## config.mk

```make
export PLATFORM = sky130hd
export DESIGN_NAME = i2s_fifo_tx
export DESIGN_NICKNAME = d
export VERILOG_FILES = /design/src/rtl/i2s_fifo_tx.sv
export SDC_FILE = /design/constraint.sdc
export NUM_CORES = 1
export LEC_CHECK = 0
export ABC_CLOCK_PERIOD_IN_PS = 7800
export CAP_MARGIN = 10
export CORE_ASPECT_RATIO = 0.75
export CORE_MARGIN = 2
export CORE_UTILIZATION = 46
export DETAILED_ROUTE_END_ITERATION = 7
export GPL_ROUTABILITY_DRIVEN = 0
export PLACE_DENSITY = 0.66
export SLEW_MARGIN = 25
export SYNTH_ARGS = -nofsm -noshare
export SYNTH_HDL_FRONTEND = slang
export SYNTH_SLANG_ARGS = --single-unit
```

## constraint.sdc

```tcl
create_clock -name CLK -period 7.8 [get_ports CLK]
set_clock_uncertainty 0.15 [all_clocks]
set_input_delay 1.56 -clock CLK [delete_from_list [all_inputs] [get_ports CLK]]
set_output_delay 1.56 -clock CLK [all_outputs]
set_load 0.02 [all_outputs]
```

## src/rtl/i2s_fifo_tx.sv

```systemverilog
// i2s_fifo_tx: mono 32-bit I2S transmitter that pulls one sample per frame from a FIFO.
// Define I2S_HOLD_LAST_EN to repeat the last good sample on underrun instead of muting.
module i2s_fifo_tx #(
  parameter int BCLK_DIV = 8
) (
  input  logic        CLK,
  input  logic        RESET,
  input  logic        RUN,
  input  logic        FIFO_EMPTY,
  input  logic [31:0] FIFO_DATA,
  output logic        RD_FIFO,
  output logic        BCLK,
  output logic        LRCLK,
  output logic        SDATA,
  output logic        UNDERRUN
);

  typedef enum logic [1:0] {IDLE = 2'd0, PRIME = 2'd1, ACTIVE = 2'd2} state_t;

  localparam logic [7:0] DIV_MAX   = 8'(BCLK_DIV - 1);
  localparam logic [5:0] FETCH_CNT = 6'd48;

  state_t      state_r, state_s;
  logic [7:0]  div_cnt_r, div_cnt_s;
  logic [5:0]  bit_cnt_r, bit_cnt_s;
  logic        bclk_r, bclk_s;
  logic        lrclk_r, lrclk_s;
  logic        sdata_r, sdata_s;
  logic        fetch_r, fetch_s;
  logic        cap_r, cap_s;
  logic        underrun_r, underrun_s;
  logic [31:0] shift_r, shift_s;
  logic [31:0] pending_r, pending_s;
  logic [31:0] und_val_s;
  logic [5:0]  bit_nxt_s, bit_neg_s;
  logic        rd_s, miss_s, div_wrap_s;

`ifdef I2S_HOLD_LAST_EN
  logic [31:0] last_r;

  // Remember the most recent sample actually delivered by the FIFO
  always_ff @(posedge CLK or posedge RESET) begin
    if (RESET) begin
      last_r <= 32'h0000_0000;
    end else if (cap_r) begin
      last_r <= FIFO_DATA;
    end
  end

  assign und_val_s = last_r;
`else
  assign und_val_s = 32'h0000_0000;
`endif

  // The read strobe is qualified by the live empty flag so it can never overlap FIFO_EMPTY
  assign rd_s       = fetch_r & ~FIFO_EMPTY;
  assign miss_s     = fetch_r & FIFO_EMPTY;
  assign div_wrap_s = (div_cnt_r == DIV_MAX);
  assign bit_nxt_s  = bit_cnt_r + 6'd1;
  // Lower 5 bits of -count give the bit index for both slots with the one-bit I2S delay
  assign bit_neg_s  = 6'd0 - bit_nxt_s;

  assign RD_FIFO  = rd_s;
  assign BCLK     = bclk_r;
  assign LRCLK    = lrclk_r;
  assign SDATA    = sdata_r;
  assign UNDERRUN = underrun_r;

  // Next-state and datapath decode for the IDLE/PRIME/ACTIVE sequencer
  always_comb begin
    state_s    = state_r;
    div_cnt_s  = div_cnt_r;
    bit_cnt_s  = bit_cnt_r;
    bclk_s     = bclk_r;
    lrclk_s    = lrclk_r;
    sdata_s    = sdata_r;
    shift_s    = shift_r;
    fetch_s    = 1'b0;
    cap_s      = rd_s;
    underrun_s = miss_s;
    if (cap_r) begin
      pending_s = FIFO_DATA;
    end else if (miss_s) begin
      pending_s = und_val_s;
    end else begin
      pending_s = pending_r;
    end

    case (state_r)
      IDLE: begin
        div_cnt_s = 8'd0;
        bit_cnt_s = 6'd0;
        bclk_s    = 1'b0;
        lrclk_s   = 1'b0;
        sdata_s   = 1'b0;
        if (RUN) begin
          state_s = PRIME;
          fetch_s = 1'b1;
        end else begin
          state_s = IDLE;
        end
      end
      PRIME: begin
        if (cap_r || miss_s) begin
          state_s = ACTIVE;
          shift_s = pending_s;
        end else begin
          state_s = PRIME;
        end
      end
      ACTIVE: begin
        if (!div_wrap_s) begin
          div_cnt_s = div_cnt_r + 8'd1;
        end else if (!bclk_r) begin
          div_cnt_s = 8'd0;
          bclk_s    = 1'b1;
        end else begin
          div_cnt_s = 8'd0;
          bclk_s    = 1'b0;
          bit_cnt_s = bit_nxt_s;
          lrclk_s   = bit_nxt_s[5];
          sdata_s   = shift_r[bit_neg_s[4:0]];
          if (bit_nxt_s == FETCH_CNT) begin
            fetch_s = 1'b1;
          end else if (bit_nxt_s != 6'd0) begin
            fetch_s = 1'b0;
          end else if (RUN) begin
            shift_s = pending_r;
          end else begin
            state_s = IDLE;
            lrclk_s = 1'b0;
            sdata_s = 1'b0;
          end
        end
      end
      default: begin
        state_s   = IDLE;
        div_cnt_s = 8'd0;
        bit_cnt_s = 6'd0;
        bclk_s    = 1'b0;
        lrclk_s   = 1'b0;
        sdata_s   = 1'b0;
      end
    endcase
  end

  // State and datapath registers
  always_ff @(posedge CLK or posedge RESET) begin
    if (RESET) begin
      state_r    <= IDLE;
      div_cnt_r  <= 8'd0;
      bit_cnt_r  <= 6'd0;
      bclk_r     <= 1'b0;
      lrclk_r    <= 1'b0;
      sdata_r    <= 1'b0;
      fetch_r    <= 1'b0;
      cap_r      <= 1'b0;
      underrun_r <= 1'b0;
      shift_r    <= 32'h0000_0000;
      pending_r  <= 32'h0000_0000;
    end else begin
      state_r    <= state_s;
      div_cnt_r  <= div_cnt_s;
      bit_cnt_r  <= bit_cnt_s;
      bclk_r     <= bclk_s;
      lrclk_r    <= lrclk_s;
      sdata_r    <= sdata_s;
      fetch_r    <= fetch_s;
      cap_r      <= cap_s;
      underrun_r <= underrun_s;
      shift_r    <= shift_s;
      pending_r  <= pending_s;
    end
  end

endmodule

```

## After elaboration in Yosys (flattened, before gate mapping)

Index checks and enable logic that the tools add are counted.

- Register bits: 86

- Reduce and logical (&&, ||, !) cells: 8
- Bitwise gates (word level): 4
- Equal/unequal tests: 11
- Add/subtract/negate cells: 3
- Muxes and demuxes: 44
- $lt $le $gt $ge: 1

Operators by type and width:

| operator | count |
|---|---|
| 2-to-1 mux 32 bit | 8 |
| one-hot mux 32 bit (2 select lines) | 1 |
| 2-to-1 mux 1 bit | 18 |
| one-hot mux 8 bit (2 select lines) | 1 |
| != test 2 bit (second input constant) | 7 |
| 2-to-1 mux 2 bit | 6 |
| 2-to-1 mux 6 bit | 2 |
| one-hot mux 6 bit (2 select lines) | 1 |
| adder 8 x 1 -> 8 bit (second input constant) | 1 |
| equality test 8 x 3 -> 1 bit (second input constant) | 1 |
| 2-to-1 mux 8 bit | 1 |
| one-hot mux 1 bit (2 select lines) | 4 |
| AND reduction 7 bit | 1 |
| adder 6 x 1 -> 6 bit (second input constant) | 1 |
| equality test 6 bit (second input constant) | 1 |
| less-than comparator 5 x 6 -> 1 bit (second input constant) | 1 |
| one-hot mux 2 bit (3 select lines) | 1 |
| nonzero test 6 bit | 1 |
| binary-select mux 1 bit (select 5 bit) | 1 |
| AND reduction 5 bit | 1 |
| subtractor 1 x 5 -> 5 bit (first input constant) | 1 |
| AND reduction 3 bit | 1 |
| bitwise AND 1 bit | 2 |
| equality test 2 x 1 -> 1 bit (second input constant) | 1 |
| 6 further kinds | 7 |

## Logic depth before layout (Yosys ltp)

- Depth in word-level cells: 10
- Mapped depth: 8
- Mapped depth without buffers: 7

## Worst setup path before layout

OpenSTA, ideal clock, no wires.

- Path type: input port to output port
- From: input FIFO_EMPTY
- To: output RD_FIFO
- Path slack: 4.200 ns
- Stages: 1
- Arrival: 1.890 ns
- Path buffers: 0
- Cell sequence: nor2b_1

- Longest elaborated chain between the ends: 2

RTL lines:

| what | line | RTL |
|---|---|---|
| from (decl) | 9 | `input logic FIFO_EMPTY,` |
| NOT 1 bit | 56 | `assign rd_s = fetch_r & ~FIFO_EMPTY;` |
| bitwise AND 1 bit | 56 |  |
| to (decl) | 11 | `output logic RD_FIFO,` |

Every way passes these cells.

## Final worst setup path

Same ends and word-level chain as after synthesis.

==> results.txt <==
- Syn_nets: ~470
- The region available for standard cell placement spans around 9000 µm².
- TritonCTS built the clock tree.
- Largest net degree at the start of global routing: 86
* Clock network latency to the later pin of the worst-skew pair: around 0.34 ns
* GRT Resource Usage Total: between 10% and 20%
- The tree is rooted in a clkbuf_16.
- Sequential area share after synthesis: 51.1%
- Buffers placed on the I/O ports in this run total 40.
- Synth Area per Inst: around 10 µm²
- At the worst endpoint, the required time is around 6 ns.
- STA classifies the critical path endpoint as a primary output.
- Detailed routing inserted a total of ~3.1k vias.
* Max transition margin: about half
* Clock sinks: 86
- The max-slew violation total from the final report came to 0.
* CTS max path bufs: 2
- Of all flip-flops after synthesis, the portion carrying an async set or reset was 100%.
- Post-route antenna net violation count: 0
- Across the VDD grid, the largest voltage drop is 0.000179 V.
* Die Wd: 115 µm
- Setup repair after global routing left no endpoint under its margin.
- Dpl ws: between 3 and 4 ns
- Overflow left after global routing: 0
- Across all hold checks on the routed design, the worst slack comes to around 0.36 ns.
* CTS hold repair buffers: 0
- After detailed routing, the number of remaining DRC violations is 0.
- Summed over all layers, the routed wires come to about 8500 µm.
- Post-CTS setup buffers: 0
- Pre-antenna DRT Iters: 4
- The number of antenna diodes in the final layout is 0.
* # placed instances: 559
- After layout, the worst path uses 57.2% of the clock period.
- In the final layout, the multi-input gates occupy around 1900 µm².
- Using the TritonRoute via totals, the vias-per-cell ratio works out to 5.43.
- After layout, the minimum clock period comes to around 4.5 ns.
- Total of cells resized after clock tree synthesis: 0
- Hold/Removal Path Class: register to register
- Run status: complete, no violations
- Setup violations remaining at the end of the flow were counted as 0.
* Number of max-cap violations: 0
- Yosys mapped the design onto 46 distinct sky130hd cell types.
- Signed area change from the synthesized netlist to the final layout: 18.5%
- Placed wire-length estimate: roughly 5200 µm
- The worst setup path is launched from an input pin.
- Summed over all failing endpoints, the final setup total negative slack is 0 ns.
* I/O pin count: 41
* Final hold violations: 0
* Data arrival time of the critical path: about 2.8 ns
- DR WL/cell: approximately 15 µm
- Of the cells placed in the final design, the portion with a size suffix greater than 1 is between 7 and 8%.
* Global-route wire length before repair: 14,500 µm
* Number of antenna violations at the first check in global routing: 0
* Yosys Warn Count: 0
- The via count of the first global-routing pass was 3,106.
- The die covers approximately 10000 µm².
- After layout, the design draws a total of between 1.5 and 2 mW.
- Total CTS buffers: 9
- The cell count after synthesis came out at approximately 430.
- The filler cells instantiated in the layout total 785.
- Leading cell types in the layout, fill and taps excluded: dfrtp_1, nand2_1, o21ai_0
* Number of synthesized flops with an enable pin: 0
* Predominant post-synthesis flop cell: dfrtp_1
- After synthesis the netlist holds a flip-flop and latch count of 86.
- Die Span Y: about 87 µm
- Clock transition time at the flip-flop clock pins of the worst setup and hold paths: 0.06 ns
- Leakage Power: ~2.3 nW
* Number of nets in the final layout: 496
* Most common cell after layout, fill and taps aside: dfrtp_1
* Sequential cell area in the final layout: between 2000 and 2500 µm²
- Row generation in the floorplan step produced 30 rows.
- The detailed router finished its first iteration with between 100 and 150 violations.
- The setup path with the least slack is of type input pin to primary output.
- Slew of the pin with the lowest slew margin: approximately 0.76 ns
- Timing would allow up to 224 MHz.
* Number of levels in the clock H-tree: 3
- Dividing total power by cell area gives a power density of between 300 and 400 nW/µm².
- The mapped netlist covers 4210 µm².
* Final std cells w/o fill: 575
- The worst path meets setup with around 3.3 ns of slack.
- Once the floorplan was initialized, standard cells occupied 47.0% of the core.
- In this run the worst path has a maximum fanout of 2.
## Yosys cell counts, drive strengths merged, types with 6 or more instances
| cell type | count | share of area [%] |
|---|---|---|
| nor2 | 41 | 3.7 |
| a21oi | 34 | 4.0 |
| mux2i | 36 | 8.6 |
| nand2 | 81 | 7.2 |
| o21ai | 52 | 6.2 |
| mux4 | 8 | 4.3 |
| dfrtp | 86 | 51 |
| buf | 16 | 2.6 |
| nand3 | 6 | 0.71 |
| clkbuf | 13 | 1.2 |
## logic make-up (layout without fill, tap and decap cells)
family	count (synthesis)	after routing	synth area share (%)
buffers and inverters	34	66	4.16
adder cells (fa/ha/maj)	2	2	0.594
multiplexers	45	45	13.1
flip-flops	86	86	51.1
AND/OR/NAND/NOR	157	157	16.3
AO/OA/AOI/OAI	102	102	13.7
XOR/XNOR	5	5	1.04
## per-layer routing
metal / vias up / global-route usage (%) / share of wire, %
met3: 11 / 4.59 / 4.7
li1: 1542 / - / -
met4: 0 / 7.10 / 1.7
met1: 1502 / 24.3 / 48
met5: - / 0 / 0
met2: 66 / 30.4 / 46
## path summary, 6_finish.rpt
path / end / from / cells past startpoint / slack (ns)
max: RD_FIFO / FIFO_EMPTY / 3 / 3.33
min: LRCLK / LRCLK / 1 / 0.36
max reg2reg: SDATA / bit_cnt_r[0] / 7 / 4.62
min reg2reg: LRCLK / LRCLK / 1 / 0.36
max in group asynchronous: div_cnt_r[5] / RESET / 3 / 5.37
min in group asynchronous: cap_r / RESET / 2 / 1.23
## critical path, cell delays in order
cell and delay (ns):
clkdlybuf4s50_1 0.42, nor2b_1 0.15, clkdlybuf4s50_1 0.63
## flip-flops by register name (all words and copies together), names as in the netlist
| signal | cells |
|---|---|
| BCLK | 1 |
| LRCLK | 1 |
| SDATA | 1 |
| UNDERRUN | 1 |
| bit_cnt_r | 6 |
| cap_r | 1 |
| div_cnt_r | 8 |
| fetch_r | 1 |
| pending_r | 32 |
| shift_r | 32 |
| state_r | 2 |
## metrics by stage
step	instance area [µm²]	util (%)
finish	4990	55.6
global route	4990	55.6
CTS	4990	55.6
detailed placement	4650	51.9
global placement	4630	51.6
floorplan	4210	-
## area by class of cell
| cell class | count | area share (%) |
|---|---|---|
| Timing Repair Buffer | 45 | 8.92 |
| Sequential cell | 86 | 43.1 |
| Clock inverter | 6 | 2.21 |
| Clock buffer | 10 | 4.59 |
| Tap cell | 112 | 2.81 |
| Inverter | 5 | 0.401 |
| Multi-Input combinational cell | 311 | 37.9 |
## power by group
group          switching, mW  internal (mW)
Combinational          0.284          0.221
Clock                  0.170          0.312
Sequential             0.102          0.634
Total                  0.556           1.17
(Power assumes the default switching activity.)
